`config.mk`:
```
export PLATFORM = sky130hd
export DESIGN_NAME = mem_port_arbiter
export DESIGN_NICKNAME = d
export VERILOG_FILES = /design/src/rtl/mem_port_arbiter.sv
export SDC_FILE = /design/constraint.sdc
export NUM_CORES = 1
export LEC_CHECK = 0
export ABC_AREA = 1
export CAP_MARGIN = 20
export CORE_AREA = 2 2 192 194
export DETAILED_ROUTE_END_ITERATION = 8
export DIE_AREA = 0 0 194 196
export PLACE_DENSITY = 0.59
export SKIP_LAST_GASP = 1
export SLEW_MARGIN = 20
export SYNTH_ARGS = -nofsm -noshare
export SYNTH_HDL_FRONTEND = slang
export SYNTH_SLANG_ARGS = --single-unit
```
`constraint.sdc`:
```
create_clock -name clk -period 1.9 [get_ports clk]
set_input_delay 0.38 -clock clk [delete_from_list [all_inputs] [get_ports clk]]
set_output_delay 0.38 -clock clk [all_outputs]
set_load 0.005 [all_outputs]
```
`src/rtl/mem_port_arbiter.sv`:
```
// Shares a single memory port between instruction fetch and EX/MEM data
// accesses, with a one-entry fetch buffer and a bus-timeout watchdog.
module mem_port_arbiter #(
    parameter int TIMEOUT_CYCLES = 255
) (
    input  logic        clk,
    input  logic        reset,
    input  logic        if_req,
    input  logic        if_flush,
    input  logic [63:0] if_addr,
    input  logic        mem_read,
    input  logic        mem_write,
    input  logic [63:0] mem_addr,
    input  logic [63:0] mem_wdata,
    output logic        m_req,
    output logic        m_we,
    output logic [63:0] m_addr,
    output logic [63:0] m_wdata,
    input  logic [63:0] m_rdata,
    input  logic        m_ready,
    output logic [31:0] if_rdata,
    output logic        if_valid,
    output logic [63:0] mem_rdata,
    output logic        mem_done,
    output logic        stall_if,
    output logic        stall_pipe,
    output logic        bus_err
);

    typedef enum logic [1:0] {
        IDLE,
        MEM_BUSY,
        M_DONE,
        IF_BUSY
    } state_t;

    localparam logic [7:0] TO_LAST = 8'(TIMEOUT_CYCLES - 1);

    state_t     state, state_nxt;
    logic [7:0] wait_cnt;
    logic       ibuf_full;
    logic       discard;
    logic       mem_pending;
    logic       busy;
    logic       timeout;
    logic       xfer_done;
    logic       fetch_go;

    assign mem_pending = mem_read | mem_write;
    assign busy        = (state == MEM_BUSY) | (state == IF_BUSY);
    assign timeout     = busy & ~m_ready & (wait_cnt == TO_LAST);
    assign xfer_done   = busy & (m_ready | timeout);
    assign fetch_go    = ~mem_pending & if_req & ~ibuf_full;

    assign m_req      = busy;
    assign mem_done   = (state == M_DONE);
    assign stall_pipe = mem_pending & (state != M_DONE);
    assign if_valid   = ibuf_full & ~stall_pipe & ~if_flush;
    assign stall_if   = if_req & ~if_valid;

    always_ff @(posedge clk) begin
        if (reset) state <= IDLE;
        else       state <= state_nxt;
    end

    always_comb begin
        state_nxt = state;
        unique case (state)
            IDLE: begin
                if (mem_pending)   state_nxt = MEM_BUSY;
                else if (fetch_go) state_nxt = IF_BUSY;
            end
            MEM_BUSY: if (xfer_done) state_nxt = M_DONE;
            M_DONE:   state_nxt = IDLE;
            IF_BUSY:  if (xfer_done) state_nxt = IDLE;
            default:  state_nxt = IDLE;
        endcase
    end

    always_ff @(posedge clk) begin
        if (reset) begin
            m_we      <= 1'b0;
            m_addr    <= '0;
            m_wdata   <= '0;
            mem_rdata <= '0;
            if_rdata  <= '0;
            ibuf_full <= 1'b0;
            discard   <= 1'b0;
            wait_cnt  <= '0;
            bus_err   <= 1'b0;
        end else begin
            if (!busy)
                wait_cnt <= '0;
            else if (!m_ready)
                wait_cnt <= wait_cnt + 8'd1;

            if (timeout) bus_err <= 1'b1;

            if (state == IDLE) begin
                if (mem_pending) begin
                    m_addr  <= mem_addr;
                    m_we    <= mem_write;
                    m_wdata <= mem_wdata;
                end else if (fetch_go) begin
                    m_addr <= if_addr;
                    m_we   <= 1'b0;
                end
            end

            // a timed-out load returns zero
            if (state == MEM_BUSY && xfer_done && !m_we)
                mem_rdata <= timeout ? 64'd0 : m_rdata;

            if (if_flush | if_valid) ibuf_full <= 1'b0;

            // flushed fetches finish on the bus, but their data is dropped
            if (state == IF_BUSY) begin
                if (xfer_done) begin
                    discard <= 1'b0;
                    if (!discard && !if_flush) begin
                        if_rdata  <= timeout ? 32'h0000_0013 : m_rdata[31:0];
                        ibuf_full <= 1'b1;
                    end
                end else if (if_flush) begin
                    discard <= 1'b1;
                end
            end
        end
    end

endmodule
```
# Yosys cells after proc, flatten, opt, wreduce, memory -nomap -nowiden
# Cells that the tools add are included.
# classes
reduce_logical	15
muxes	17
n_eq_ne	8
n_addsub	1
n_bitwise	20
# ops
op	n
64-bit two-way mux	3
32-bit two-way mux	1
1-bit AND	9
8-bit by 1-bit adder with 8-bit output (second input constant)	1
8-bit equality test (second input constant)	1
1-bit two-way mux	8
2-bit two-way mux	4
2-bit one-hot mux with 4 select lines	1
1-bit inverter	7
2-bit inequality test (second input constant)	3
2-bit AND reduction	3
3-bit AND reduction	2
2-bit equality test (second input constant)	2
1-bit OR	4
2-bit nonzero test	2
1-bit logical AND	3
1-bit logical NOT	3
3-bit inequality test (second input constant)	1
2-bit by 1-bit equality test with 1-bit output (second input constant)	1
2-bit logical NOT	1
2-bit OR reduction	1
# totals
elab_cells	71
in_bits	263
regBits	238
out_inout_bits	231

# Longest topological paths before layout
# depth
ltp_word	10
ltp_mapped	12
mapped_depth_nobuf	10

# Worst setup path after synthesis
# OpenSTA, ideal clock, no wires.
# synth_path
path_kind	reg2reg
startpoint	reg wait_cnt[0]
endpoint	reg mem_rdata[43]
setup_time_ns	0.070
synth_period_minus_slack_ns	1.473
n_path_buf	1
path_stages_with_launch	11
arrival_ns	1.403
setup_slack_ns	0.427
path_cell_list	dfxtp_1 inv_1 ha_1 nand2_1 nor2_1 nand2_2 nand2_2 nand2_2 clkbuf_1 nand2_1 a21oi_1
# synth_between
elab_chain_len	6
# synth_lines
item	line	source
from (decl)	40	logic [7:0] wait_cnt;
from (signal assigned)	95	wait_cnt <= wait_cnt + 8'd1;
8-bit equality test (*)	51	assign timeout = busy & ~m_ready & (wait_cnt == TO_LAST);
1-bit AND (*)	51	
1-bit OR	52	assign xfer_done = busy & (m_ready | timeout);
1-bit AND	52	
1-bit logical AND (2 in a row)	111	if (state == MEM_BUSY && xfer_done && !m_we)
to (signal assigned)	112	mem_rdata <= timeout ? 64'd0 : m_rdata;
to (decl)	23	output logic [63:0] mem_rdata,
# Every way passes the cells marked *; elsewhere a longest branch is shown, timed or not.
# A chain may end at the register's enable or synchronous reset.

# Worst setup path in the final report
# layout_path
startpoint	reg state[1]
endpoint	out mem_done
# layout_between
elab_chain_len	1
# layout_lines
item	line	source
from (decl)	39	state_t state, state_nxt;
from (signal assigned)	63	else state <= state_nxt;
2-bit equality test	56	assign mem_done = (state == M_DONE);
to (decl)	24	output logic mem_done,
# Every way passes these cells.

==> results.tsv <==
metric	value	unit
start_kind	register	
cts_made_buffers	28	
crit_path_end_kind	primary output	
synth_flop_cell	dfxtp_1	
rr_worst_depth	11	
syn_nets	1554	
die_h	196	um
yosysUniqueCellTypes	26	
yosysTopAreaCellShare	50.5	%
fin_cells	2247	
worstMarginPinSlew	0.533	ns
port_buffers	493	
synth-seq-area-share	50.5	%
cts_root_buf	clkbuf_16	
power.total	14.9	mW
grt_pass1_wl	58000	um
viasPerCell	4.57	
vias	10300	
finalSetupViolCount	0	
synth_commonest_cells	270 x nand2_1, 238 x dfxtp_1, 233 x nor2_1, 164 x o21ai_0, 82 x inv_1	
cts_hold_buf	0	
synth.most_common_cell	nand2_1	
dr.pass1.iters	5	
dieArea	38000	um^2
wirelength	38000	um
syn_area	9440	um^2
drc	0	
min_period	1.84	ns
area_delta_synth_final	70.6	%
dpl.hpwl	28100	um
outcome	complete, no violations	
drv_slew	0	
fill_cells	3665	
grtUsageTotal	19.0	%
slew_headroom	64.5	%
grt_max_degree	98	
peakVddDrop	663	uV
clk-insertion-delay-late	0.53	ns
crit_arrival	1.46	ns
fmax	544	MHz
hold_path_depth	2	
die_x	194	um
grt_overflow	0	
clk_path_buf_depth	3	
synth_top_cell_by_area	dfxtp_1	
htree_levels	1	
placed_cells_incl_taps	2190	
synth-edff-count	0	
syn_area_per_cell	7.32	um^2
grt_pass1_vias	10000	
clkTransAtPathRegs	0.06	ns
synthCells	1289	
antenna_found_initial	13	
ys_top_cells_by_area	dfxtp_1 50%, nand2_1 11%, nor2_1 9.3%	
cap_viol_max_count	0	
critPathMaxFanout	2	
powerDensity	923	nW/um^2
hp-class	in2reg	
timing.final.crit_share	96.8	%
finalHoldViolCount	0	
core_area	36100	um^2
cts_tree	done	
drtAntennaViolNets	0	
synthArstFlopShare	0	%
io_pins	494	
fin_skew	0.00830	ns
p_leak	6.54	nW
drive_above_1_share	6.43	%
nets	2018	
rows	70	
start_util	26.2	%
synth.yosys.warnings	0	
worst_ep_required_time	1.52	ns
cts.sinks	238	
drt_iter0_drc	505	
synth_seq_cells	238	
gp_congestion	0.845	
path_class	reg2out	
wl_per_cell	16.9	um
## logic make-up after synthesis
| logic type | after synthesis | share of synthesized area [%] |
|---|---|---|
| simple gates | 558 | 23.7 |
| compound gates | 306 | 17.1 |
| flops | 238 | 50.5 |
| buf+inv | 185 | 8.39 |
| fa+ha+maj | 2 | 0.265 |
## area by class of cell
class                      count  area [um^2]  area share [%]
tap                          468          586            3.64
clock inverter                11          115           0.715
antenna                        5         12.5          0.0777
timing repair buffer         535         5530            34.3
inverter                      84          319            1.98
sequential                   238         4770            29.6
multi-input combinational    866         3930            24.4
clock buffer                  40          837            5.20
## placed cells by master, fill, tap and decap left out, types with 2 or more instances in the layout
cell / n
a31oi_1: 65
nand2_1: 269
buf_12: 23
nor4_1: 2
clkbuf_8: 7
buf_4: 19
o21ai_0: 164
dlymetal6s2s_1: 3
dfxtp_2: 2
nor3_4: 2
bufinv_16: 2
clkdlybuf4s50_1: 484
a21oi_1: 75
nor2_2: 2
dlygate4sd2_1: 2
inv_2: 3
nand3_2: 2
ha_1: 2
buf_2: 2
dfxtp_1: 236
clkbuf_16: 29
clkinv_2: 7
diode_2: 5
nand2_2: 5
nor2_4: 4
inv_1: 79
nand3_1: 4
nor3_1: 2
nand4_1: 36
nor2_1: 228
clkbuf_1: 4
## state kept, by name (all words and copies together) (netlist names)
register,flops
ibuf_full,1
mem_rdata,64
m_wdata,64
if_rdata,32
m_addr,64
bus_err,1
discard,1
m_we,1
wait_cnt,8
state,2
## report_power, final
group / leakage [nW] / internal (mW) / switching [mW] / total (mW)
clock network: 0.473 / 3.33 / 2.14 / 5.46
registers: 1.96 / 5.55 / 0.298 / 5.85
logic: 4.12 / 2.00 / 1.54 / 3.54
## timing repair
item,in CTS,in global routing
gates resized for setup,15,10
setup endpoints to repair,6,27
setup buffers,1,0
pin swaps,4,3
## metal layers
layer  global-route usage [%]  vias to the layer above  part of all wire, %
met5                        0                        -                 0.15
met1                     21.4                     4621                   38
met4                     6.65                        8                  2.9
met3                     7.10                       67                   10
met2                     33.1                      428                   49
li1                         -                     5139                    -
## worst max-delay path, cell delays in order, from the launching register on
cell and delay [ns]:
dfxtp_2 0.32, inv_2 0.08, nor2_4 0.04, buf_4 0.12, buf_4 0.12, dlygate4sd2_1 0.26
## path summary, 6_finish.rpt
kind                             startpoint           end  slack (ns)
worst max register to register  wait_cnt[0]   if_rdata[4]        0.17
worst min-delay path                  reset  mem_rdata[0]        0.25
worst max-delay path               state[1]      mem_done        0.06
worst min register to register      bus_err       bus_err        0.45
## metrics by stage
stage / utilization, % / TNS [ns] / hold WS, ns / worst slack (ns) / instance area [um^2]
after floorplan: - / 0 / 0.441 / 0.427 / 9440
after global placement: 41.8 / -27.30 / 0.439 / -0.414 / 15100
after detailed placement: 41.8 / -28.52 / 0.444 / -0.389 / 15100
after CTS: 44.5 / -0.105 / 0.229 / -0.0936 / 16100
after global routing: 44.6 / -0.00151 / 0.237 / -0.000908 / 16100
final: 44.6 / 0 / 0.252 / 0.0604 / 16100
Power figures use the tool's default switching activity.
